$ cat src/rtl/alu32_sequencer.sv
// 32-bit add/sub/and/or sequenced over a shared 16-bit ALU in two or three passes.
// Carry/borrow between halves is chained through an optional fix-up pass on the high half.
module alu32_sequencer (
  input  logic        clk,
  input  logic        rst_n,
  input  logic        req_valid,
  output logic        req_ready,
  input  logic [1:0]  req_op,
  input  logic [31:0] req_a,
  input  logic [31:0] req_b,
  output logic [15:0] alu_a,
  output logic [15:0] alu_b,
  output logic [1:0]  alu_op,
  input  logic [15:0] alu_result,
  input  logic        alu_carry,
  output logic        rsp_valid,
  input  logic        rsp_ready,
  output logic [31:0] rsp_result,
  output logic        rsp_carry,
  output logic        rsp_overflow,
  output logic        rsp_zero,
  output logic        rsp_negative
);

  typedef enum logic [2:0] {
    ST_IDLE = 3'd0,
    ST_LO   = 3'd1,
    ST_HI   = 3'd2,
    ST_FIX  = 3'd3,
    ST_RESP = 3'd4
  } state_t;

  localparam logic [1:0] OP_ADD = 2'b00;
  localparam logic [1:0] OP_SUB = 2'b01;

  state_t      state_r;
  state_t      next_state_s;
  logic [1:0]  op_r;
  logic [31:0] a_r;
  logic [31:0] b_r;
  logic [15:0] lo_r;
  logic [15:0] hi_r;
  logic        c_lo_r;
  logic        c2_r;
  logic        c3_r;

  logic [15:0] alu_a_s;
  logic [15:0] alu_b_s;
  logic [1:0]  alu_op_s;
  logic        need_fix_s;
  logic [15:0] fin_hi_s;
  logic        fin_c2_s;
  logic        fin_c3_s;
  logic [31:0] fin_result_s;

  // Sub carry means "no borrow": the word borrows unless the high pass and the fix-up both don't.
  function automatic logic calc_carry(input logic [1:0] op, input logic c_lo,
                                      input logic c2, input logic c3);
    logic c;
    case (op)
      OP_ADD:  c = c2 | c3;
      OP_SUB:  c = c2 & (c_lo | c3);
      default: c = 1'b0;
    endcase
    return c;
  endfunction

  function automatic logic calc_overflow(input logic [1:0] op, input logic a31,
                                         input logic b31, input logic r31);
    logic v;
    case (op)
      OP_ADD:  v = (a31 == b31) & (r31 != a31);
      OP_SUB:  v = (a31 != b31) & (r31 != a31);
      default: v = 1'b0;
    endcase
    return v;
  endfunction

  assign need_fix_s   = ((op_r == OP_ADD) && c_lo_r) || ((op_r == OP_SUB) && !c_lo_r);
  assign fin_result_s = {fin_hi_s, lo_r};

  // Next state, ALU drive for the coming cycle, and the final high half/carries entering RESP.
  always_comb begin
    next_state_s = state_r;
    alu_a_s      = 16'h0000;
    alu_b_s      = 16'h0000;
    alu_op_s     = 2'b00;
    fin_hi_s     = hi_r;
    fin_c2_s     = c2_r;
    fin_c3_s     = c3_r;
    case (state_r)
      ST_IDLE: begin
        if (req_valid) begin
          next_state_s = ST_LO;
          alu_a_s      = req_a[15:0];
          alu_b_s      = req_b[15:0];
          alu_op_s     = req_op;
        end else begin
          next_state_s = ST_IDLE;
        end
      end
      ST_LO: begin
        next_state_s = ST_HI;
        alu_a_s      = a_r[31:16];
        alu_b_s      = b_r[31:16];
        alu_op_s     = op_r;
      end
      ST_HI: begin
        fin_hi_s = alu_result;
        fin_c2_s = alu_carry;
        fin_c3_s = 1'b0;
        if (need_fix_s) begin
          next_state_s = ST_FIX;
          alu_a_s      = alu_result;
          alu_b_s      = 16'h0001;
          alu_op_s     = op_r;
        end else begin
          next_state_s = ST_RESP;
        end
      end
      ST_FIX: begin
        fin_hi_s     = alu_result;
        fin_c3_s     = alu_carry;
        next_state_s = ST_RESP;
      end
      ST_RESP: begin
        if (rsp_ready) begin
          next_state_s = ST_IDLE;
        end else begin
          next_state_s = ST_RESP;
        end
      end
      default: begin
        next_state_s = ST_IDLE;
      end
    endcase
  end

  // State, operand/partial-result registers and registered outputs.
  always_ff @(posedge clk or negedge rst_n) begin
    if (!rst_n) begin
      state_r      <= ST_IDLE;
      op_r         <= 2'b00;
      a_r          <= 32'h0000_0000;
      b_r          <= 32'h0000_0000;
      lo_r         <= 16'h0000;
      hi_r         <= 16'h0000;
      c_lo_r       <= 1'b0;
      c2_r         <= 1'b0;
      c3_r         <= 1'b0;
      req_ready    <= 1'b1;
      alu_a        <= 16'h0000;
      alu_b        <= 16'h0000;
      alu_op       <= 2'b00;
      rsp_valid    <= 1'b0;
      rsp_result   <= 32'h0000_0000;
      rsp_carry    <= 1'b0;
      rsp_overflow <= 1'b0;
      rsp_zero     <= 1'b0;
      rsp_negative <= 1'b0;
    end else begin
      state_r   <= next_state_s;
      req_ready <= (next_state_s == ST_IDLE);
      rsp_valid <= (next_state_s == ST_RESP);
      alu_a     <= alu_a_s;
      alu_b     <= alu_b_s;
      alu_op    <= alu_op_s;
      case (state_r)
        ST_IDLE: begin
          if (req_valid) begin
            op_r <= req_op;
            a_r  <= req_a;
            b_r  <= req_b;
          end
        end
        ST_LO: begin
          lo_r   <= alu_result;
          c_lo_r <= alu_carry;
        end
        ST_HI: begin
          hi_r <= alu_result;
          c2_r <= alu_carry;
          c3_r <= 1'b0;
        end
        ST_FIX: begin
          hi_r <= alu_result;
          c3_r <= alu_carry;
        end
        default: begin
        end
      endcase
      if ((state_r != ST_RESP) && (next_state_s == ST_RESP)) begin
        rsp_result   <= fin_result_s;
        rsp_carry    <= calc_carry(op_r, c_lo_r, fin_c2_s, fin_c3_s);
        rsp_overflow <= calc_overflow(op_r, a_r[31], b_r[31], fin_result_s[31]);
        rsp_zero     <= ~|fin_result_s;
        rsp_negative <= fin_result_s[31];
      end
    end
  end

endmodule

$ cat config.mk
export PLATFORM = sky130hd
export DESIGN_NAME = alu32_sequencer
export DESIGN_NICKNAME = d
export VERILOG_FILES = /design/src/rtl/alu32_sequencer.sv
export SDC_FILE = /design/constraint.sdc
export NUM_CORES = 1
export LEC_CHECK = 0
export ABC_AREA = 1
export CORE_MARGIN = 5
export CORE_UTILIZATION = 30
export CTS_CLUSTER_SIZE = 14
export DETAILED_ROUTE_END_ITERATION = 8
export GPL_ROUTABILITY_DRIVEN = 0
export RECOVER_POWER = 100
export SLEW_MARGIN = 5
export SYNTH_ARGS = -nofsm -noshare
export SYNTH_HDL_FRONTEND = slang
export SYNTH_SLANG_ARGS = --single-unit
$ cat constraint.sdc
create_clock -name clk -period 1.8 [get_ports clk]
set_clock_uncertainty 0.15 [all_clocks]
set_input_delay 0.18 -clock clk [delete_from_list [all_inputs] [get_ports clk]]
set_output_delay 0.18 -clock clk [all_outputs]
set_load 0.005 [all_outputs]
* Word-level counts from Yosys, hierarchy flattened
Cells that the tools add are included.
Word-level totals: register bits after elaboration 176, input port bits 87, output and inout port bits 72, word-level logic and storage cells 64
Cells by class: equal/unequal tests 10, muxes and demuxes 18, bitwise operators 5, reduce and logical (&&, ||, !) cells 12
Operators by type and width (number):
- $pmux W16 S3 | 2
- $mux W16 | 4
- $reduce_or A32 Y1 | 1
- $pmux W3 S5 | 1
- $eq A3 B2 Y1 const B | 2
- $eq A3 B3 Y1 const B | 2
- $logic_not A3 Y1 | 2
- $mux W3 | 2
- $pmux W1 S2 | 3
- $pmux W2 S3 | 1
- $mux W2 | 2
- $and A1 B1 Y1 | 3
- $eq A3 B1 Y1 const B | 1
- $logic_and A1 B1 Y1 | 3
- $mux W1 | 3
- $ne A3 B3 Y1 const B | 1
- $eq A2 B1 Y1 const B | 1
- $logic_not A1 Y1 | 2
- $logic_not A2 Y1 | 1
- $ne A1 B1 Y1 | 2
- $or A1 B1 Y1 | 2
- $reduce_and A2 Y1 | 1
- $reduce_or A2 Y1 | 1
- $eq A1 B1 Y1 | 1
- $logic_or A1 B1 Y1 | 1

* Logic depth before layout (Yosys ltp)
Gate-level depths: netlist of the first run.
depth in word-level cells 7, mapped depth 11

* Worst setup path after synthesis of the first run
Ideal clock, no wire load.
kind register to register, from register state_r[2], to register rsp_zero, data arrival time 1.310 ns, slack 0.223 ns, cell stages (with the launch flop) 11, period minus slack after synthesis 1.577 ns, path through dfrtp_1 inv_4 nand2_4 nor2_4 nand3_2 nand2_4 nand2_4 buf_6 buf_6 nand2_1 nand2_1
On the way: elaborated cells between the ends (all ways) 13, those cells by class eq/ne (6); mux (2); reduce/logical (5)
RTL lines:
- start: declaration | RTL line 36 | state_t state_r;
- start signal: assignment | RTL line 162 | state_r <= next_state_s;
- $eq A3 B3 Y1 (tied with other cells) | RTL line 91 | case (state_r)
- $pmux W3 S5 * | RTL line 91
- via next_state_s[2] | RTL line 37 | state_t next_state_s;
- $eq A3 B3 Y1 * | RTL line 192 | if ((state_r != ST_RESP) && (next_state_s == ST_RESP)) begin
- $logic_and A1 B1 Y1 * | RTL line 192
- end signal: assignment | RTL line 196 | rsp_zero <= ~|fin_result_s;
- end: declaration | RTL line 21 | output logic rsp_zero,
The timed path passes the listed nets; every way through them passes the cells marked *. A chain may end at the register's enable or synchronous reset.

* Worst setup path after layout of the first run
from register state_r[2], to register alu_a[1]
On the way: cells in the longest elaborated chain, start to end 2, elaborated cells between the ends (all ways) 4, those cells by class eq/ne (2); mux (1); reduce/logical (1)
Ends and longest elaborated chain:
- $eq A3 B2 Y1 (tied with other cells) | RTL line 91
- $pmux W16 S3 * | RTL line 91
- via alu_a_s[1] | RTL line 47 | logic [15:0] alu_a_s;
- end signal: assignment | RTL line 165 | alu_a <= alu_a_s;
- end: declaration | RTL line 11 | output logic [15:0] alu_a,
Marks and branches as above.

==> flow_summary_export.csv, run 1 <==
group,metric,value,unit
run_status,status,"finished, final reports clean",
logic_synthesis,synth_top_cell_area_share,62.4,%
global_route,first_global_vias,4600,
logic_synthesis,ys_ff_latch,143,
placement,placedInstanceArea,7700,um2
critical_path,r2r_end,"alu_a[1]$_DFF_PN0_",
sta,timing.hold.ws,141,ps
sta,finalSetupViolCount,0,
power,power.leakage,3.98,nW
global_route,grt_max_degree,50,
logic_synthesis,syn_area,5700,um2
clocking,clk_latency,420,ps
sta,max_slew_margin,39.3,%
route,routed_wire_length_per_instance,15.6,um
power,powerDensity,1740,nW/um2
placement,dp_slack,56.9,ps
logic_synthesis,synth_xor_area_share,0.154,%
die,rows,50,
power,ir_drop,0.804,mV
logic_synthesis,yosys.area_share.simple,20.2,%
logic_synthesis,muxShareOfSynthArea,0,%
sta,final-max-slew-violation-count,0,
sta,hold_viol,0,
clocking,root_buffer,"clkbuf_16",
finish,final_cell_mix,"nand2_1 (248), clkdlybuf4s50_1 (156), dfrtp_1 (139)",
sta,fin_ws,101,ps
critical_path,reg2reg_slack,100,ps
finish,drive_above_1_share,9.71,%
finish,stdcell_area,8300,um2
logic_synthesis,synth_top_family_by_area,"simple AND/OR/NAND/NOR gates",
logic_synthesis,synth_seq_area_share,62.9,%
sta,period_share,94.4,%
clocking,clock-sinks,143,
critical_path,crit_path_end_kind,"register",
critical_path,reg2reg_depth,7,
finish,fin_util,44.4,%
clocking,htreeDepth,4,
sta,finalCriticalPeriod,1700,ps
critical_path,cp-start-kind,"register",
critical_path,worstSetupPathType,"reg -> reg",
sta,fmax,0.588,GHz
clocking,cts_tree,"built",
route,ant_nets,0,
route,drc_errors,0,
power,fin_total_pwr,14.4,mW
logic_synthesis,syn_nets,700,
die,die_h,148,um
logic_synthesis,avgSynthCellArea,9.29,um2
logic_synthesis,ys_warn_count,0,
finish,final_cells,1037,
die,io_pins,159,
global_route,overflow,0,
placement,place_hpwl,11800,um
clocking,cts_made_buffers,17,
worst_hold_path,hold_depth,3,
placement,placedCellCount,1003,
global_route,grt.met3_usage,7.11,%
sta,rsz0062_at_grt,"false",
critical_path,cp_data_required_time,1970,ps
finish,layout.nets,878,
logic_synthesis,synthCells,613,
die,die_x,148,um
logic_synthesis,synth_compound_area_share,9.73,%
finish,syn2layout_area_growth,45.8,%
placement,io_buffers,158,
global_route,antenna_found_initial,3,
critical_path,r2r_start,"state_r[2]$_DFF_PN0_",
die,coreArea,18700,um2
flow_run,max-cap-violations,0,
clocking,clkTransAtPathRegs,60,ps
logic_synthesis,synthAdderAreaFrac,0,%
worst_hold_path,worstHoldPathType,"in -> reg",
global_route,grt_pass1_wl,25400,um
finish,n_antenna_cell,0,
logic_synthesis,netlist_top_cells_area,"dfrtp_1 (62%), nand2_1 (16%), o21ai_0 (4.7%)",
die,die_area,21800,um2
route,viasPerCell,4.44,
logic_synthesis,yosys.cell_types.count,26,
route,drtIter0Drc,207,
global_route,use_met1,19.3,%
sta,worst_pin_slew,911,ps
worst_hold_path,hold_path.startpoint,"req_b[21]",
sta,fin_tns_setup,0,ps
critical_path,critPathMaxFanout,41,
route,drtPass1Iterations,5,
logic_synthesis,yosysTopAreaCell,"dfrtp_1",
route,num_vias,4600,
worst_hold_path,hold_end,"b_r[21]$_DFFE_PN0P_",
global_route,top_usage_layer,"met2",
critical_path,arrival,1870,ps
die,initial_core_util,30.4,%
finish,layout_commonest_cell,"nand2_1",
route,routed_wl,16200,um
clocking,clock_path_buffers,2,
global_route,grt_usage,15.1,%
global_route,met2_usage,23.0,%
power breakdown:
part	leakage (nW)	switching (mW)	total, mW	internal, mW
sequential	1.79	0.632	5.35	4.72
combinational	1.90	2.88	5.62	2.74
clock	0.285	1.32	3.45	2.13
timing repair:
action	in CTS	in global routing
resized for setup	1	6
hold endpoints to repair	143	0
setup buffers	0	2
pin swaps	0	1
endpoints found under the setup margin	1	50
hold buffers	1	0
layout make-up:
cell class              instances  area, um2
clock buffers                  21        470
clock inverters                10        113
fillers                      1863      10400
inverters                      61        231
multi-input cells             380       1740
flip-flops and latches        143       3580
well taps                     234        293
repair buffers                188       1880
synthesized netlist by cell type:
cell,count
a21oi_1,1
a22o_1,14
buf_2,18
buf_4,2
buf_6,4
clkbuf_1,4
clkbuf_2,1
dfrtp_1,142
dfstp_2,1
inv_1,57
inv_2,3
inv_4,1
nand2_1,248
nand2_2,1
nand2_4,3
nand3_1,12
nand3_2,2
nand4_1,4
nor2_1,13
nor2_4,1
nor3_1,3
o211ai_1,15
o21ai_0,53
o21ai_1,8
o221ai_1,1
xor2_1,1
critical path, stage by stage, from the launching register on:
cell and delay (ps):
dfrtp_2 450, buf_4 150, nor3_2 200, nand2_1 120, inv_2 120, buf_12 210
nand2_1 90, o211ai_1 100
cell families (layout without fill, tap and decap cells):
family / after synthesis / in the layout
buffers and inverters: 90 / 280
AO/OA/AOI/OAI: 92 / 92
flip-flops: 143 / 143
AND/OR/NAND/NOR: 287 / 287
XOR/XNOR: 1 / 1
worst max path at each step:
stage	from	end	slack (ps)
finish	state_r[2]$_DFF_PN0_	alu_a[1]$_DFF_PN0_	100
global route	state_r[1]$_DFF_PN0_	rsp_result[7]$_DFFE_PN0P_	2
CTS	state_r[2]$_DFF_PN0_	rsp_overflow$_DFFE_PN0P_	60
detailed placement	alu_result[15]	rsp_overflow$_DFFE_PN0P_	60
global placement	state_r[0]$_DFF_PN0_	alu_a[1]$_DFF_PN0_	90
floorplan	state_r[2]$_DFF_PN0_	rsp_zero$_DFFE_PN0P_	220
layer usage:
layer | routed length [um] | share of wire (%)
met5 | 31 | 0.19
met4 | 240 | 1.5
met3 | 1570 | 9.7
met2 | 7310 | 45
met1 | 7020 | 43
registers in the layout, indices dropped and copies added (netlist names), 2 cells and up:
register,count
lo_r,16
b_r,16
alu_op,2
state_r,3
a_r,16
rsp_result,32
alu_a,16
op_r,2
hi_r,16
alu_b,16
No activity file was read; power rests on OpenSTA's default activity.
==> run 2: changes to the inputs <==
--- a/config.mk
+++ b/config.mk
@@ -11,8 +11,8 @@
 export CTS_CLUSTER_SIZE = 14
 export DETAILED_ROUTE_END_ITERATION = 8
 export GPL_ROUTABILITY_DRIVEN = 0
+export GPL_TIMING_DRIVEN = 0
 export RECOVER_POWER = 100
-export SLEW_MARGIN = 5
 export SYNTH_ARGS = -nofsm -noshare
 export SYNTH_HDL_FRONTEND = slang
 export SYNTH_SLANG_ARGS = --single-unit
==> run 2 against run 1 <==
Effect of this change: global-route usage increased by 0.64 points; critical endpoint is now alu_a[15]$_DFF_PN0_; setup slack got worse by 41 ps; cell area is 1.3% higher.
==> flow_summary_export.csv, run 2 (synthesis results as in run 1) <==
group,metric,value,unit
finish,fillers,1806,
power,power.leakage,4.01,nW
flow_run,max-cap-violations,0,
die,initial_core_util,30.4,%
sta,rsz0062_at_grt,"true",
critical_path,cpPeakStageDelay,460,ps
sta,finalCriticalPeriod,1740,ps
finish,layout_commonest_cell,"nand2_1",
sta,finalSetupViolCount,0,
critical_path,r2r_end,"alu_a[15]$_DFF_PN0_",
critical_path,cp-start-kind,"register",
power,power.internal,9.82,mW
critical_path,r2r_start,"state_r[1]$_DFF_PN0_",
critical_path,arrival,1910,ps
global_route,overflow,0,
finish,n_antenna_cell,0,
power,pwr-share-clk,24.0,%
clocking,clk_latency,410,ps
sta,fmax,0.575,GHz
route,routed_wl,16800,um
critical_path,startpoint,"state_r[1]$_DFF_PN0_",
finish,syn2layout_area_growth,47.8,%
placement,place_hpwl,12500,um
critical_path,crit_path_cell_trace,"buf_4 -> nor3_4 -> nand2_2 -> clkinv_4 -> clkbuf_4 -> nand2_1 -> o221ai_1",
sta,worst_pin_slew,1040,ps
power,ir_drop,0.811,mV
route,drtIter0Drc,190,
power,p_sw_share,33.6,%
die,rows,50,
finish,top_register,"rsp_result",
global_route,grt_pass1_wl,26400,um
die,coreArea,18700,um2
die,die_x,148,um
global_route,first_global_vias,4792,
sta,final-max-slew-violation-count,0,
clocking,cts_made_buffers,17,
route,drtPass1Iterations,4,
power,combPwrFrac,39.7,%
finish,fin_util,45.0,%
route,num_vias,4668,
critical_path,cp_data_required_time,1970,ps
finish,multi_input_comb_area,1790,um2
critical_path,reg2reg_depth,7,
power,powerDensity,1760,nW/um2
placement,io_buffers,158,
critical_path,worstSetupPathType,"reg -> reg",
placement,placedCellCount,1006,
route,viasPerCell,4.47,
die,die_area,21800,um2
finish,layout.nets,885,
clocking,cts_tree,"built",
critical_path,crit_path_end_kind,"register",
route,routed_wire_length_per_instance,16.1,um
finish,drive_above_1_share,11.0,%
route,drc_errors,0,
clocking,clock-sinks,143,
power,seqPwrFrac,36.2,%
sta,timing.hold.ws,146,ps
run_status,status,"finished, final reports clean",
critical_path,reg2reg_slack,60,ps
finish,final_cells,1044,
power,fin_total_pwr,14.8,mW
finish,final_cell_mix,"nand2_1 (243), clkdlybuf4s50_1 (156), dfrtp_1 (139)",
critical_path,endpoint,"alu_a[15]$_DFF_PN0_",
die,io_pins,159,
worst_hold_path,worstHoldPathType,"in -> reg",
route,ant_nets,0,
sta,hold_viol,0,
global_route,antenna_found_initial,0,
critical_path,crit_slowest_cell,"dfrtp_2",
clocking,clock_path_buffers,2,
clocking,clkTransAtPathRegs,60,ps
clocking,htreeDepth,4,
clocking,root_buffer,"clkbuf_16",
sta,fin_tns_setup,0,ps
global_route,grt_usage,15.8,%
sta,max_slew_margin,30.8,%
sta,period_share,96.7,%
power,power_switching,4.96,mW
finish,largest_reg_flops,32,
die,die_h,148,um
global_route,grt_max_degree,73,
critical_path,critPathMaxFanout,10,
finish,seqCellArea,3580,um2
run 2: cell types whose count changed in the layout (fill, tap and decap cells not counted), moves of 3 or more:
cell,previous run,this run
clkbuf_1,1,4
nand2_1,248,243
o21ai_0,54,45
buf_12,6,2
buf_4,20,10
clkbuf_4,0,10
o21ai_1,6,14
nand2_2,1,6
clkinv_2,4,1
clkbuf_2,1,4
clkbuf_8,3,7
run 2: per-layer routing:
| layer | vias up | track usage (%) | part of all wire, % |
|---|---|---|---|
| li1 | 2310 | - | - |
| met1 | 2199 | 19.5 | 42 |
| met2 | 146 | 25.2 | 47 |
| met3 | 13 | 7.02 | 9.7 |
| met4 | 0 | 4.47 | 1.5 |
| met5 | - | 0 | 0 |
run 2: final cells by class:
type	instances	share of cell area, %
buffer	28	2.56
tap	234	3.48
clock inverter	4	0.862
timing repair buffer	167	20.1
clock buffer	27	6.33
multi-input combinational	380	21.3
inverter	61	2.84
sequential	143	42.6
run 2: worst max-delay path: cells and delay by family (launching register included):
| kind | cells | cell delay, ps |
|---|---|---|
| flops | 1 | 460 |
| simple gates | 3 | 430 |
| compound gates | 1 | 80 |
| buf+inv | 3 | 520 |
run 2: through the flow:
| step | worst slack (ps) | area (um2) |
|---|---|---|
| floorplan | 223 | 5700 |
| global placement | -5520 | 7570 |
| detailed placement | -189 | 7600 |
| CTS | 0.335 | 8230 |
| global route | -12.8 | 8420 |
| finish | 59.5 | 8420 |
run 2: worst min path at each step:
stage                     cells after the start  slack [ps]                  end           startpoint
after floorplan                               0        -270  a_r[16]$_DFFE_PN0P_                rst_n
after global placement                        2         310  b_r[21]$_DFFE_PN0P_  b_r[21]$_DFFE_PN0P_
after detailed placement                      1         100  b_r[23]$_DFFE_PN0P_                rst_n
after CTS                                     3         130  b_r[20]$_DFFE_PN0P_            req_b[20]
after global routing                          3         130  b_r[29]$_DFFE_PN0P_            req_b[29]
final                                         3         150  b_r[19]$_DFFE_PN0P_            req_b[19]
run 2: timing repair:
| action | CTS | global route |
|---|---|---|
| hold buffers | 1 | 0 |
| hold endpoints to repair | 70 | 0 |
| resized for setup | 9 | 52 |
| setup endpoints to repair | 79 | 111 |
| cloned | 0 | 1 |
| pin swaps | 0 | 4 |
| buffers inserted | 0 | 6 |
run 2: power by group through the flow:
| stage | sequential (mW) | clock [mW] | combinational (mW) |
|---|---|---|---|
| after floorplan | 5.36 | 0 | 2.79 |
| after global placement | 5.40 | 0 | 5.44 |
| after detailed placement | 5.41 | 0 | 5.52 |
| after CTS | 5.38 | 3.64 | 5.61 |
| after global routing | 5.53 | 3.80 | 6.61 |
| final | 5.36 | 3.55 | 5.88 |
